**src/rtl/mem_port_arbiter_if.sv**
```systemverilog
// Bundle of requester handshake signals and the single memory port.
// The slave modport is the arbiter side; master is the requester/memory side.
interface mem_port_arbiter_if #(
  parameter int NUM_CH = 2,
  parameter int ADDR_W = 16,
  parameter int DATA_W = 32
);
  logic [NUM_CH-1:0]        req_valid;
  logic [NUM_CH-1:0]        req_ready;
  logic [NUM_CH-1:0]        req_we;
  logic [NUM_CH*ADDR_W-1:0] req_addr;
  logic [NUM_CH*DATA_W-1:0] req_wdata;
  logic [NUM_CH*3-1:0]      req_funct3;
  logic [NUM_CH-1:0]        resp_valid;
  logic [DATA_W-1:0]        resp_rdata;
  logic                     mem_en;
  logic                     mem_we;
  logic [ADDR_W-1:0]        mem_addr;
  logic [DATA_W-1:0]        mem_wdata;
  logic [2:0]               mem_funct3;
  logic [DATA_W-1:0]        mem_rdata;

  modport slave (
    input  req_valid, req_we, req_addr, req_wdata, req_funct3, mem_rdata,
    output req_ready, resp_valid, resp_rdata,
           mem_en, mem_we, mem_addr, mem_wdata, mem_funct3
  );

  modport master (
    output req_valid, req_we, req_addr, req_wdata, req_funct3, mem_rdata,
    input  req_ready, resp_valid, resp_rdata,
           mem_en, mem_we, mem_addr, mem_wdata, mem_funct3
  );
endinterface

```
**src/rtl/mem_port_arbiter.sv**
```systemverilog
// Arbitrates NUM_CH requesters onto one single-port memory, one transaction in flight.
// state | meaning: IDLE grant/accept | ISSUE mem_en strobe | WAIT count latency | RESP resp_valid pulse
module mem_port_arbiter #(
  parameter int NUM_CH  = 2,
  parameter int ADDR_W  = 16,
  parameter int DATA_W  = 32,
  parameter int MEM_LAT = 1,
  parameter int RR_MODE = 0
) (
  input  logic                clk,
  input  logic                rst,
  mem_port_arbiter_if.slave   bus,
  output logic                busy
);
  localparam int IDX_W = (NUM_CH > 1) ? $clog2(NUM_CH) : 1;
  localparam int CNT_W = $clog2(MEM_LAT + 1);

  typedef enum logic [1:0] {IDLE, ISSUE, WAIT, RESP} state_t;

  state_t             state;
  logic [IDX_W-1:0]   rr_ptr;
  logic [IDX_W-1:0]   owner;
  logic               owner_we;
  logic [CNT_W-1:0]   wait_cnt;

  logic [NUM_CH-1:0]  grant;
  logic [IDX_W-1:0]   grant_idx;
  logic               found;
  logic [IDX_W:0]     scan_idx;
  logic               accept;

  always_comb begin
    grant     = '0;
    grant_idx = '0;
    found     = 1'b0;
    scan_idx  = '0;
    if (RR_MODE == 0) begin
      for (int i = 0; i < NUM_CH; i++) begin
        if (!found && bus.req_valid[i]) begin
          found     = 1'b1;
          grant[i]  = 1'b1;
          grant_idx = IDX_W'(i);
        end
      end
    end else begin
      // scan starts one past the last winner and wraps modulo NUM_CH
      for (int k = 1; k <= NUM_CH; k++) begin
        scan_idx = {1'b0, rr_ptr} + (IDX_W+1)'(k);
        if (scan_idx >= (IDX_W+1)'(NUM_CH))
          scan_idx = scan_idx - (IDX_W+1)'(NUM_CH);
        if (!found && bus.req_valid[scan_idx[IDX_W-1:0]]) begin
          found                          = 1'b1;
          grant[scan_idx[IDX_W-1:0]]     = 1'b1;
          grant_idx                      = scan_idx[IDX_W-1:0];
        end
      end
    end
  end

  assign bus.req_ready = (rst && state == IDLE) ? grant : '0;
  assign accept        = |(bus.req_valid & bus.req_ready);
  assign busy          = (state != IDLE);

  always_ff @(posedge clk) begin
    if (!rst) begin
      state          <= IDLE;
      rr_ptr         <= IDX_W'(NUM_CH - 1);
      owner          <= '0;
      owner_we       <= 1'b0;
      wait_cnt       <= '0;
      bus.resp_valid <= '0;
      bus.resp_rdata <= '0;
      bus.mem_en     <= 1'b0;
      bus.mem_we     <= 1'b0;
      bus.mem_addr   <= '0;
      bus.mem_wdata  <= '0;
      bus.mem_funct3 <= '0;
    end else begin
      case (state)
        IDLE: begin
          bus.resp_valid <= '0;
          if (accept) begin
            state          <= ISSUE;
            owner          <= grant_idx;
            owner_we       <= bus.req_we[grant_idx];
            bus.mem_en     <= 1'b1;
            bus.mem_we     <= bus.req_we[grant_idx];
            bus.mem_addr   <= bus.req_addr[int'(grant_idx)*ADDR_W +: ADDR_W];
            bus.mem_wdata  <= bus.req_wdata[int'(grant_idx)*DATA_W +: DATA_W];
            bus.mem_funct3 <= bus.req_funct3[int'(grant_idx)*3 +: 3];
            if (RR_MODE != 0)
              rr_ptr <= grant_idx;
          end
        end
        ISSUE: begin
          bus.mem_en     <= 1'b0;
          bus.mem_we     <= 1'b0;
          bus.mem_addr   <= '0;
          bus.mem_wdata  <= '0;
          bus.mem_funct3 <= '0;
          wait_cnt       <= CNT_W'(1);
          state          <= WAIT;
        end
        WAIT: begin
          // mem_rdata is only trusted on the cycle the latency count is reached
          if (wait_cnt == CNT_W'(MEM_LAT)) begin
            bus.resp_rdata <= owner_we ? '0 : bus.mem_rdata;
            bus.resp_valid <= NUM_CH'(1) << owner;
            wait_cnt       <= '0;
            state          <= RESP;
          end else begin
            wait_cnt <= wait_cnt + CNT_W'(1);
          end
        end
        RESP: begin
          bus.resp_valid <= '0;
          state          <= IDLE;
        end
        default: state <= IDLE;
      endcase
    end
  end
endmodule

```
**src/flat_wrapper.sv**
```systemverilog
// flat-port wrapper written by rule: the top's interface ports become plain ports
module mem_port_arbiter_flat 
#(
  parameter int NUM_CH  = 2,
  parameter int ADDR_W  = 16,
  parameter int DATA_W  = 32,
  parameter int MEM_LAT = 1,
  parameter int RR_MODE = 0
)
  (clk, rst, busy, bus_req_valid, bus_req_we, bus_req_addr, bus_req_wdata, bus_req_funct3, bus_mem_rdata, bus_req_ready, bus_resp_valid, bus_resp_rdata, bus_mem_en, bus_mem_we, bus_mem_addr, bus_mem_wdata, bus_mem_funct3);
  mem_port_arbiter_if #(.NUM_CH(NUM_CH), .ADDR_W(ADDR_W), .DATA_W(DATA_W)) bus_i ();
  input  logic clk;
  input  logic rst;
  output logic busy;
  input wire logic [$bits(bus_i.req_valid)-1:0] bus_req_valid;
  input wire logic [$bits(bus_i.req_we)-1:0] bus_req_we;
  input wire logic [$bits(bus_i.req_addr)-1:0] bus_req_addr;
  input wire logic [$bits(bus_i.req_wdata)-1:0] bus_req_wdata;
  input wire logic [$bits(bus_i.req_funct3)-1:0] bus_req_funct3;
  input wire logic [$bits(bus_i.mem_rdata)-1:0] bus_mem_rdata;
  output wire logic [$bits(bus_i.req_ready)-1:0] bus_req_ready;
  output wire logic [$bits(bus_i.resp_valid)-1:0] bus_resp_valid;
  output wire logic [$bits(bus_i.resp_rdata)-1:0] bus_resp_rdata;
  output wire logic [$bits(bus_i.mem_en)-1:0] bus_mem_en;
  output wire logic [$bits(bus_i.mem_we)-1:0] bus_mem_we;
  output wire logic [$bits(bus_i.mem_addr)-1:0] bus_mem_addr;
  output wire logic [$bits(bus_i.mem_wdata)-1:0] bus_mem_wdata;
  output wire logic [$bits(bus_i.mem_funct3)-1:0] bus_mem_funct3;
  assign bus_i.req_valid = bus_req_valid;
  assign bus_i.req_we = bus_req_we;
  assign bus_i.req_addr = bus_req_addr;
  assign bus_i.req_wdata = bus_req_wdata;
  assign bus_i.req_funct3 = bus_req_funct3;
  assign bus_i.mem_rdata = bus_mem_rdata;
  assign bus_req_ready = bus_i.req_ready;
  assign bus_resp_valid = bus_i.resp_valid;
  assign bus_resp_rdata = bus_i.resp_rdata;
  assign bus_mem_en = bus_i.mem_en;
  assign bus_mem_we = bus_i.mem_we;
  assign bus_mem_addr = bus_i.mem_addr;
  assign bus_mem_wdata = bus_i.mem_wdata;
  assign bus_mem_funct3 = bus_i.mem_funct3;
  mem_port_arbiter #(.NUM_CH(NUM_CH), .ADDR_W(ADDR_W), .DATA_W(DATA_W), .MEM_LAT(MEM_LAT), .RR_MODE(RR_MODE)) u_core (.clk(clk), .rst(rst), .bus(bus_i), .busy(busy));
endmodule
```
**config.mk**
```make
export PLATFORM = sky130hd
export DESIGN_NAME = mem_port_arbiter_flat
export DESIGN_NICKNAME = d
export VERILOG_FILES = /design/src/rtl/mem_port_arbiter_if.sv /design/src/rtl/mem_port_arbiter.sv /design/src/flat_wrapper.sv
export SDC_FILE = /design/constraint.sdc
export NUM_CORES = 1
export LEC_CHECK = 0
export ABC_AREA = 1
export BUFFER_PORTS_ARGS = -buffer_cell sky130_fd_sc_hd__buf_2
export CORE_MARGIN = 2
export CORE_UTILIZATION = 35
export CTS_CLUSTER_DIAMETER = 30
export CTS_CLUSTER_SIZE = 14
export DETAILED_ROUTE_END_ITERATION = 10
export GPL_ROUTABILITY_DRIVEN = 0
export PLACE_DENSITY = 0.65
export SETUP_SLACK_MARGIN = 0.3
export SLEW_MARGIN = 20
export SYNTH_ARGS = -nofsm -noshare
export SYNTH_HDL_FRONTEND = slang
export SYNTH_SLANG_ARGS = --single-unit
```
**constraint.sdc**
```tcl
create_clock -name clk -period 1.85 [get_ports clk]
set_input_delay 0 -clock clk [delete_from_list [all_inputs] [get_ports clk]]
set_output_delay 0 -clock clk [all_outputs]
set_load 0.01 [all_outputs]
```
==> impl_metrics.toml, run 1 <==
[grt]
grt_max_degree = 55
grt.overflow.total = 0
grt_pass1_wl_mm = 22.69
track_usage = 0.2167
antenna_found_initial = 0
grt_pass1_vias = 4797

[floorplan]
die_x_um = 113.1
die_y_um = 113.1
fp-row-count = 39
die_area_um2 = 12800
initial_utilization = 0.3619
core-area_um2 = 11520
ioPinCount = 230

[clock_tree]
clk_pin_slew_ns = 0.07
cts.sinks = 92
numCtsBuffers = 9
root_buffer = "clkbuf_16"
cts_tree = "yes"
clk_path_buf_depth = 2
clock_latency_ns = 0.33
h-tree-depth = 3

[logic_synthesis]
ys_ff_latch = 92
syn_area_um2 = 4168
synth.distinct_cells = 22
synthCells = 598
synth_largest_area_cell = "dfxtp_1"
synth_nets = 741
ys_seq_area_frac = 0.4419
post_synth.cell_area_avg_um2 = 6.969
synth_top_area_frac = 0.4419
yosys_warnings = 0
yosys-top-cells-area = "dfxtp_1 (44%), nand2_1 (18%), nand3_1 (17%)"

[worst_setup_path]
reg2reg_slack_ns = 0.40
critPathSlowestCell = "dfxtp_2"
worst_ep_arrival_time_ns = 1.70
cp_cell_sequence = "inv_2 -> ha_4 -> nand2_4 -> inv_2 -> o21ai_4 -> buf_12 -> buf_12 -> nand3_1 -> a21oi_1"
rr_worst_depth = 9
required_ns = 2.10
cp-end-kind = "flop"
worst-setup-path-type = "flop to flop"
crit_path_max_incr_delay_ns = 0.35
start_kind = "flop"
r2r-start = "u_core.state[1]$_SDFFE_PN0P_"
r2r_end = "u_core.bus.mem_wdata[26]$_SDFFE_PN0P_"
critical_path.max_fanout = 10

[power_and_ir_drop]
power_w = 0.006677
clock_power_share = 0.298
p_per_area_nw_per_um2 = 1052
intPower_w = 0.004453
pwr-share-comb = 0.341
max-vdd-ir-drop_mv = 0.6120
switching_share = 0.3331
p_seq_frac = 0.361
p_leak_nw = 3.085
p_sw_w = 0.002224

[sta]
final.setup.tns_ns = 0
finalMaxSlewViolations = 0
relSlewSlack = 0.6280
worst_pin_slew_ns = 0.5580
fmax_ghz = 0.6904
setup_violations = 0
whs_ns = 0.008835
skew_ns = 0.006680
rsz0062_at_grt = "false"
worst_slack_ns = 0.4016
hold_viol = 0
fin_crit_sh = 0.7829
finalCriticalPeriod_ns = 1.448

[placement]
dp_hpwl_mm = 9.235
io_buffers = 229
dp_slack_ns = 0.1181

[worst_hold_path]
holdCritStartpoint = "bus_req_addr[22]"
holdPathStages = 5
hold_end = "u_core.bus.mem_addr[6]$_SDFFE_PN0P_"
min_path_type = "input port to flop"

[finish]
final_nets = 996
syn2layout_area_growth_pct = 52.27
antenna_cells = 0
drive_gt1_frac = 0.3368

[status]
status = "complete, but fails checks"
violations = "design-rule violations"

[route]
via_per_inst = 5.031
vias = 5036
drtPass1Iterations = 8
drcViolationCount = 15
drt_iter0_drc = 308
wl_mm = 14.62
ant_nets = 0
wl_per_cell_um = 14.61

[run]
drv_cap = 0
## cells by family (layout without fill, tap and decap cells)
logic type | count (synthesis) | in the layout | share of synthesized area
DFF | 92 | 92 | 0.4419
AOI/OAI and AO/OA | 96 | 97 | 0.1198
buffers and inverters | 61 | 320 | 0.07355
adders and majority gates | 3 | 3 | 0.009007
and+or+nand+nor | 346 | 346 | 0.3558
## synthesized netlist by cell type (all sizes together)
| cell | instances |
|---|---|
| nand2 | 199 |
| clkbuf | 15 |
| or2 | 1 |
| nor2 | 7 |
| dfxtp | 92 |
| o21ai | 5 |
| nand3 | 139 |
| clkinv | 1 |
| buf | 33 |
| ha | 3 |
| o22ai | 1 |
| inv | 12 |
| a21oi | 89 |
| a211oi | 1 |
## metrics by stage
stage | instances | utilization | cell area [µm²]
after floorplan | 598 | - | 4168
after global placement | 936 | 0.4694 | 5405
after detailed placement | 936 | 0.4694 | 5405
after CTS | 996 | 0.5399 | 6217
after global routing | 1001 | 0.5511 | 6346
final | 1001 | 0.5511 | 6346
## registers in the layout (all words and copies together) (netlist names)
signal,count
u_core.bus.resp_valid,2
u_core.state,2
u_core.owner,1
u_core.bus.resp_rdata,32
u_core.bus.mem_en,1
u_core.bus.mem_funct3,3
u_core.bus.mem_we,1
u_core.bus.mem_addr,16
u_core.bus.mem_wdata,32
u_core.wait_cnt,1
u_core.owner_we,1
## cells in the final DEF (no fill, tap or decap)
master	count
a21oi_1	86
dfxtp_2	2
buf_12	7
nand2_4	1
a21oi_4	1
a21oi_2	2
clkbuf_16	11
nand3_1	139
clkinvlp_4	3
o21ai_2	1
clkinv_2	1
or2_2	1
inv_2	5
o21ai_0	4
dlygate4sd3_1	36
nor2_4	1
ha_4	1
buf_4	11
nand2_1	196
buf_16	2
bufinv_16	2
ha_1	2
nand2_2	2
o22ai_1	1
buf_2	229
dfxtp_1	90
clkbuf_8	1
nor2_1	6
inv_1	8
o21ai_4	1
buf_6	4
a211oi_1	1
## per-layer routing
| metal | part of all wire | wire length, µm | track usage |
|---|---|---|---|
| met4 | 0.031 | 452 | 0.1041 |
| met1 | 0.42 | 6110 | 0.2632 |
| met5 | 0 | 0 | 0 |
| met3 | 0.060 | 884 | 0.03374 |
| met2 | 0.49 | 7174 | 0.3745 |
## timing repair
item	CTS	global route
setup buffers	5	2
gates cloned	3	3
hold buffers	36	0
endpoints found under the hold margin	36	0
resized for setup	4	14
setup endpoints to repair	40	81
## cell type report
cell class / instances / area [µm²]
clock buffer: 10 / 239.0
clock inverter: 6 / 87.58
fill: 1087 / 5170
inverter: 13 / 48.80
multi-input combinational: 446 / 2068
sequential: 92 / 1844
tap: 143 / 178.9
timing repair buffer: 291 / 1879
## worst max-delay path: cells and delay by family (launching register included)
family	cells	cell delay [ns]
DFF	1	0.35
buffers and inverters	4	0.40
adders and majority gates	1	0.17
AOI/OAI and AO/OA	2	0.29
and+or+nand+nor	2	0.16
## worst max path at each step
stage	from	to	slack (ns)	cells after the start
after floorplan	u_core.state[0]$_SDFFE_PN0P_	u_core.bus.mem_addr[8]$_SDFFE_PN0P_	0.42	7
after global placement	u_core.state[0]$_SDFFE_PN0P_	u_core.bus.mem_wdata[31]$_SDFFE_PN0P_	0.25	8
after detailed placement	u_core.state[1]$_SDFFE_PN0P_	u_core.bus.mem_wdata[8]$_SDFFE_PN0P_	0.12	8
after CTS	u_core.state[1]$_SDFFE_PN0P_	u_core.bus.mem_wdata[7]$_SDFFE_PN0P_	0.29	8
after global routing	u_core.state[1]$_SDFFE_PN0P_	u_core.bus.mem_wdata[11]$_SDFFE_PN0P_	0.31	9
final	u_core.state[1]$_SDFFE_PN0P_	u_core.bus.mem_wdata[26]$_SDFFE_PN0P_	0.40	9
## power by group through the flow
stage	registers (W)	clock network, W	logic [W]
6_report	0.00241	0.00199	0.00228
5_1_grt	0.00244	0.00213	0.00250
4_1_cts	0.00240	0.00202	0.00211
3_5_place_dp	0.00245	0	0.00188
3_3_place_gp	0.00244	0	0.00183
2_1_floorplan	0.00255	0	0.00106
Power figures use the tool's default switching activity.
==> run 2, diff against run 1 <==
Settings changed: ABC_AREA 1 to 0, PLACE_DENSITY 0.65 to 0.67.
Clock period 1.85 ns to 1.5 ns, I/O delays scaled along.
==> run 2 against run 1 <==
Compared with the run above: the run ends with negative setup slack left; non-clock buffer count rose by 115; design area rose by 20%; area after synthesis fell by 7.1%; clock skew rose by 0.0047 ns; via count fell by 9.6%; sequential share of layout area fell by 4.8 points; sequential cell count did not move; register-to-register slack got worse by 0.49 ns; fmax fell by 8.6%; core utilization rose by 15 points; critical path type unchanged; highest routed layer unchanged.
==> impl_metrics.toml, run 2 <==
[status]
status = "complete, but fails checks"
violations = "negative setup slack"

[clock_tree]
root_buffer = "clkbuf_8"
clk_pin_slew_ns = 0.09
h-tree-depth = 3
numCtsBuffers = 9
clk_path_buf_depth = 2
cts.sinks = 92
cts_tree = "yes"
clock_latency_ns = 0.35

[logic_synthesis]
synth_nets = 511
synthCells = 368
async_flop_share = 0
yosys_warnings = 0
ys_ff_latch = 92
synth_top_area_frac = 0.4755
synth_largest_area_cell = "dfxtp_1"
syn_area_um2 = 3874
synth_edf_count = 0
synth.distinct_cells = 30
ys_top_cells_by_count = "dfxtp_1 (92), mux2i_1 (53), o2bb2ai_1 (52), nand2_1 (37), a21oi_1 (35)"
post-synth-top-count-cell = "dfxtp_1"
ys_seq_area_frac = 0.4755
yosys-top-cells-area = "dfxtp_1 (48%), mux2i_1 (14%), o2bb2ai_1 (12%)"
post_synth.cell_area_avg_um2 = 10.53
synthFlopType = "dfxtp_1"

[worst_setup_path]
worst-setup-path-type = "flop to flop"
start_kind = "flop"
critPathSlowestCell = "or3_4"
r2r-start = "u_core.state[0]$_SDFFE_PN0P_"
cp_cell_sequence = "inv_4 -> ha_4 -> nand2_4 -> or3_4 -> buf_12 -> o2bb2ai_1"
r2r_end = "u_core.bus.mem_addr[6]$_SDFFE_PN0P_"
cp-end-kind = "flop"
worst_ep_arrival_time_ns = 1.85
reg2reg_slack_ns = -0.09
rr_worst_depth = 6
crit_path_max_incr_delay_ns = 0.42
critical_path.max_fanout = 27
required_ns = 1.77

[power_and_ir_drop]
max-vdd-ir-drop_mv = 0.7179
switching_share = 0.3497
p_sw_w = 0.003282
pwr-share-comb = 0.461
power_w = 0.009384
intPower_w = 0.006103
p_per_area_nw_per_um2 = 1233
clock_power_share = 0.192
p_seq_frac = 0.347
p_leak_nw = 3.529

[sta]
relSlewSlack = 0.6630
rsz0062_at_grt = "true"
finalMaxSlewViolations = 0
skew_ns = 0.01143
hold_viol = 0
final.setup.tns_ns = -0.7837
fin_crit_sh = 1.057
worst_slack_ns = -0.08519
finalCriticalPeriod_ns = 1.585
setup_violations = 44
worst_pin_slew_ns = 0.5054
fmax_ghz = 0.6308

[worst_hold_path]
min_path_type = "input port to flop"
holdPathStages = 3
holdCritStartpoint = "bus_req_valid[1]"
hold_end = "u_core.owner$_SDFFE_PN0P_"

[floorplan]
die_area_um2 = 11930
die_y_um = 109.2
fp-row-count = 38
ioPinCount = 230
initial_utilization = 0.3573
die_x_um = 109.2
core-area_um2 = 10840

[route]
wl_per_cell_um = 18.02
drcViolationCount = 0
drt_iter0_drc = 262
ant_nets = 0
wl_mm = 16.12
vias = 4555
drtPass1Iterations = 5
via_per_inst = 5.089

[finish]
layout_common_cells = "buf_2 (227), dlygate4sd3_1 (140), dfxtp_1 (90)"
reg_top3 = "u_core.bus.mem_wdata x32, u_core.bus.resp_rdata x32, u_core.bus.mem_addr x16"
final_common_cell = "buf_2"
final_nets = 892
final_area_um2 = 7610
drive_gt1_frac = 0.4894
syn2layout_area_growth_pct = 96.45

[grt]
grtUsageMet3 = 0.05260
use_met1 = 0.2598
grt_max_degree = 54
top_usage_layer = "met2"
grt.overflow.total = 0
track_usage = 0.2291
use_met2 = 0.4135
antenna_found_initial = 1
grt_pass1_vias = 4360
grt_pass1_wl_mm = 21.51

[placement]
dp_hpwl_mm = 7.549
io_buffers = 229
placed_cell_area_um2 = 5175

[run]
drv_cap = 0
[run 2: cell count changes after synthesis, sizes merged, moves of 32 or more]
cell     previous run  this run
a21oi              89        35
mux2i               0        53
nand3             139         0
o2bb2ai             0        52
nand4b              0        32
nand2             199        38
[run 2: metal layers]
layer  wire (µm)  share of wire
met5           0              0
met4         406          0.025
met3        1241          0.077
met2        7945           0.49
met1        6531           0.41
[run 2: worst max path at each step]
stage | slack, ns | from | endpoint
final | -0.09 | u_core.state[0]$_SDFFE_PN0P_ | u_core.bus.mem_addr[6]$_SDFFE_PN0P_
after global routing | -0.13 | u_core.state[0]$_SDFFE_PN0P_ | u_core.bus.mem_addr[6]$_SDFFE_PN0P_
after CTS | -0.01 | u_core.state[1]$_SDFFE_PN0P_ | u_core.bus.mem_wdata[3]$_SDFFE_PN0P_
after detailed placement | -0.01 | u_core.state[0]$_SDFFE_PN0P_ | u_core.bus.mem_en$_SDFFE_PN0P_
after global placement | 0.03 | u_core.state[0]$_SDFFE_PN0P_ | u_core.bus.mem_en$_SDFFE_PN0P_
after floorplan | 0.03 | u_core.state[0]$_SDFFE_PN0P_ | u_core.bus.mem_addr[7]$_SDFFE_PN0P_
[run 2: stage by stage]
step                hold WS, ns  utilization  std cells  setup slack, ns
finish                  0.05764       0.7020        895         -0.08519
global route            0.04272       0.7020        895          -0.1322
CTS                     0.01028       0.6393        877         -0.01254
detailed placement       0.2707       0.4774        714         -0.01215
global placement         0.2670       0.4774        714          0.02879
floorplan               0.09564            -        368          0.02733
[run 2: kinds of logic (layout without fill, tap and decap cells)]
kind of cell,Yosys count,count (layout),share of synthesized area
fa+ha+maj,3,3,0.009691
buf+inv,42,428,0.06331
flops,92,92,0.4755
simple gates,78,78,0.1221
compound gates,100,100,0.1925
other cells,0,1,0
mux,53,53,0.1370
[run 2: worst max-delay path, delay by kind of cell, from the launching register on]
family / cells / cell delay, ns
AOI/OAI and AO/OA: 1 / 0.21
adders and majority gates: 1 / 0.16
buffers and inverters: 2 / 0.25
DFF: 1 / 0.37
and+or+nand+nor: 2 / 0.49
[run 2: area by class of cell]
cell class	count	area, µm²
fillers	729	3231
repair buffers	406	3129
multi-input cells	234	2210
flip-flops and latches	92	1847
clock buffers	13	178.9
well taps	140	175.2
clock inverters	3	42.54
inverters	6	25.02
diodes	1	2.502
[run 2: timing repair]
item                                    4_1_cts  5_1_grt
endpoints found under the setup margin       92       93
pin swaps                                     2       45
hold buffers                                140        0
cloned                                        1        9
setup buffers                                 6        8
gates resized for setup                      16      100
hold endpoints to repair                     91        0
[run 2: power groups by stage]
| stage | Combinational (W) | Sequential (W) | Clock, W |
|---|---|---|---|
| after floorplan | 0.00156 | 0.00340 | 0 |
| final | 0.00432 | 0.00326 | 0.00180 |
| after global routing | 0.00454 | 0.00330 | 0.00196 |
| after detailed placement | 0.00265 | 0.00322 | 0 |
| after CTS | 0.00323 | 0.00318 | 0.00184 |
| after global placement | 0.00256 | 0.00323 | 0 |
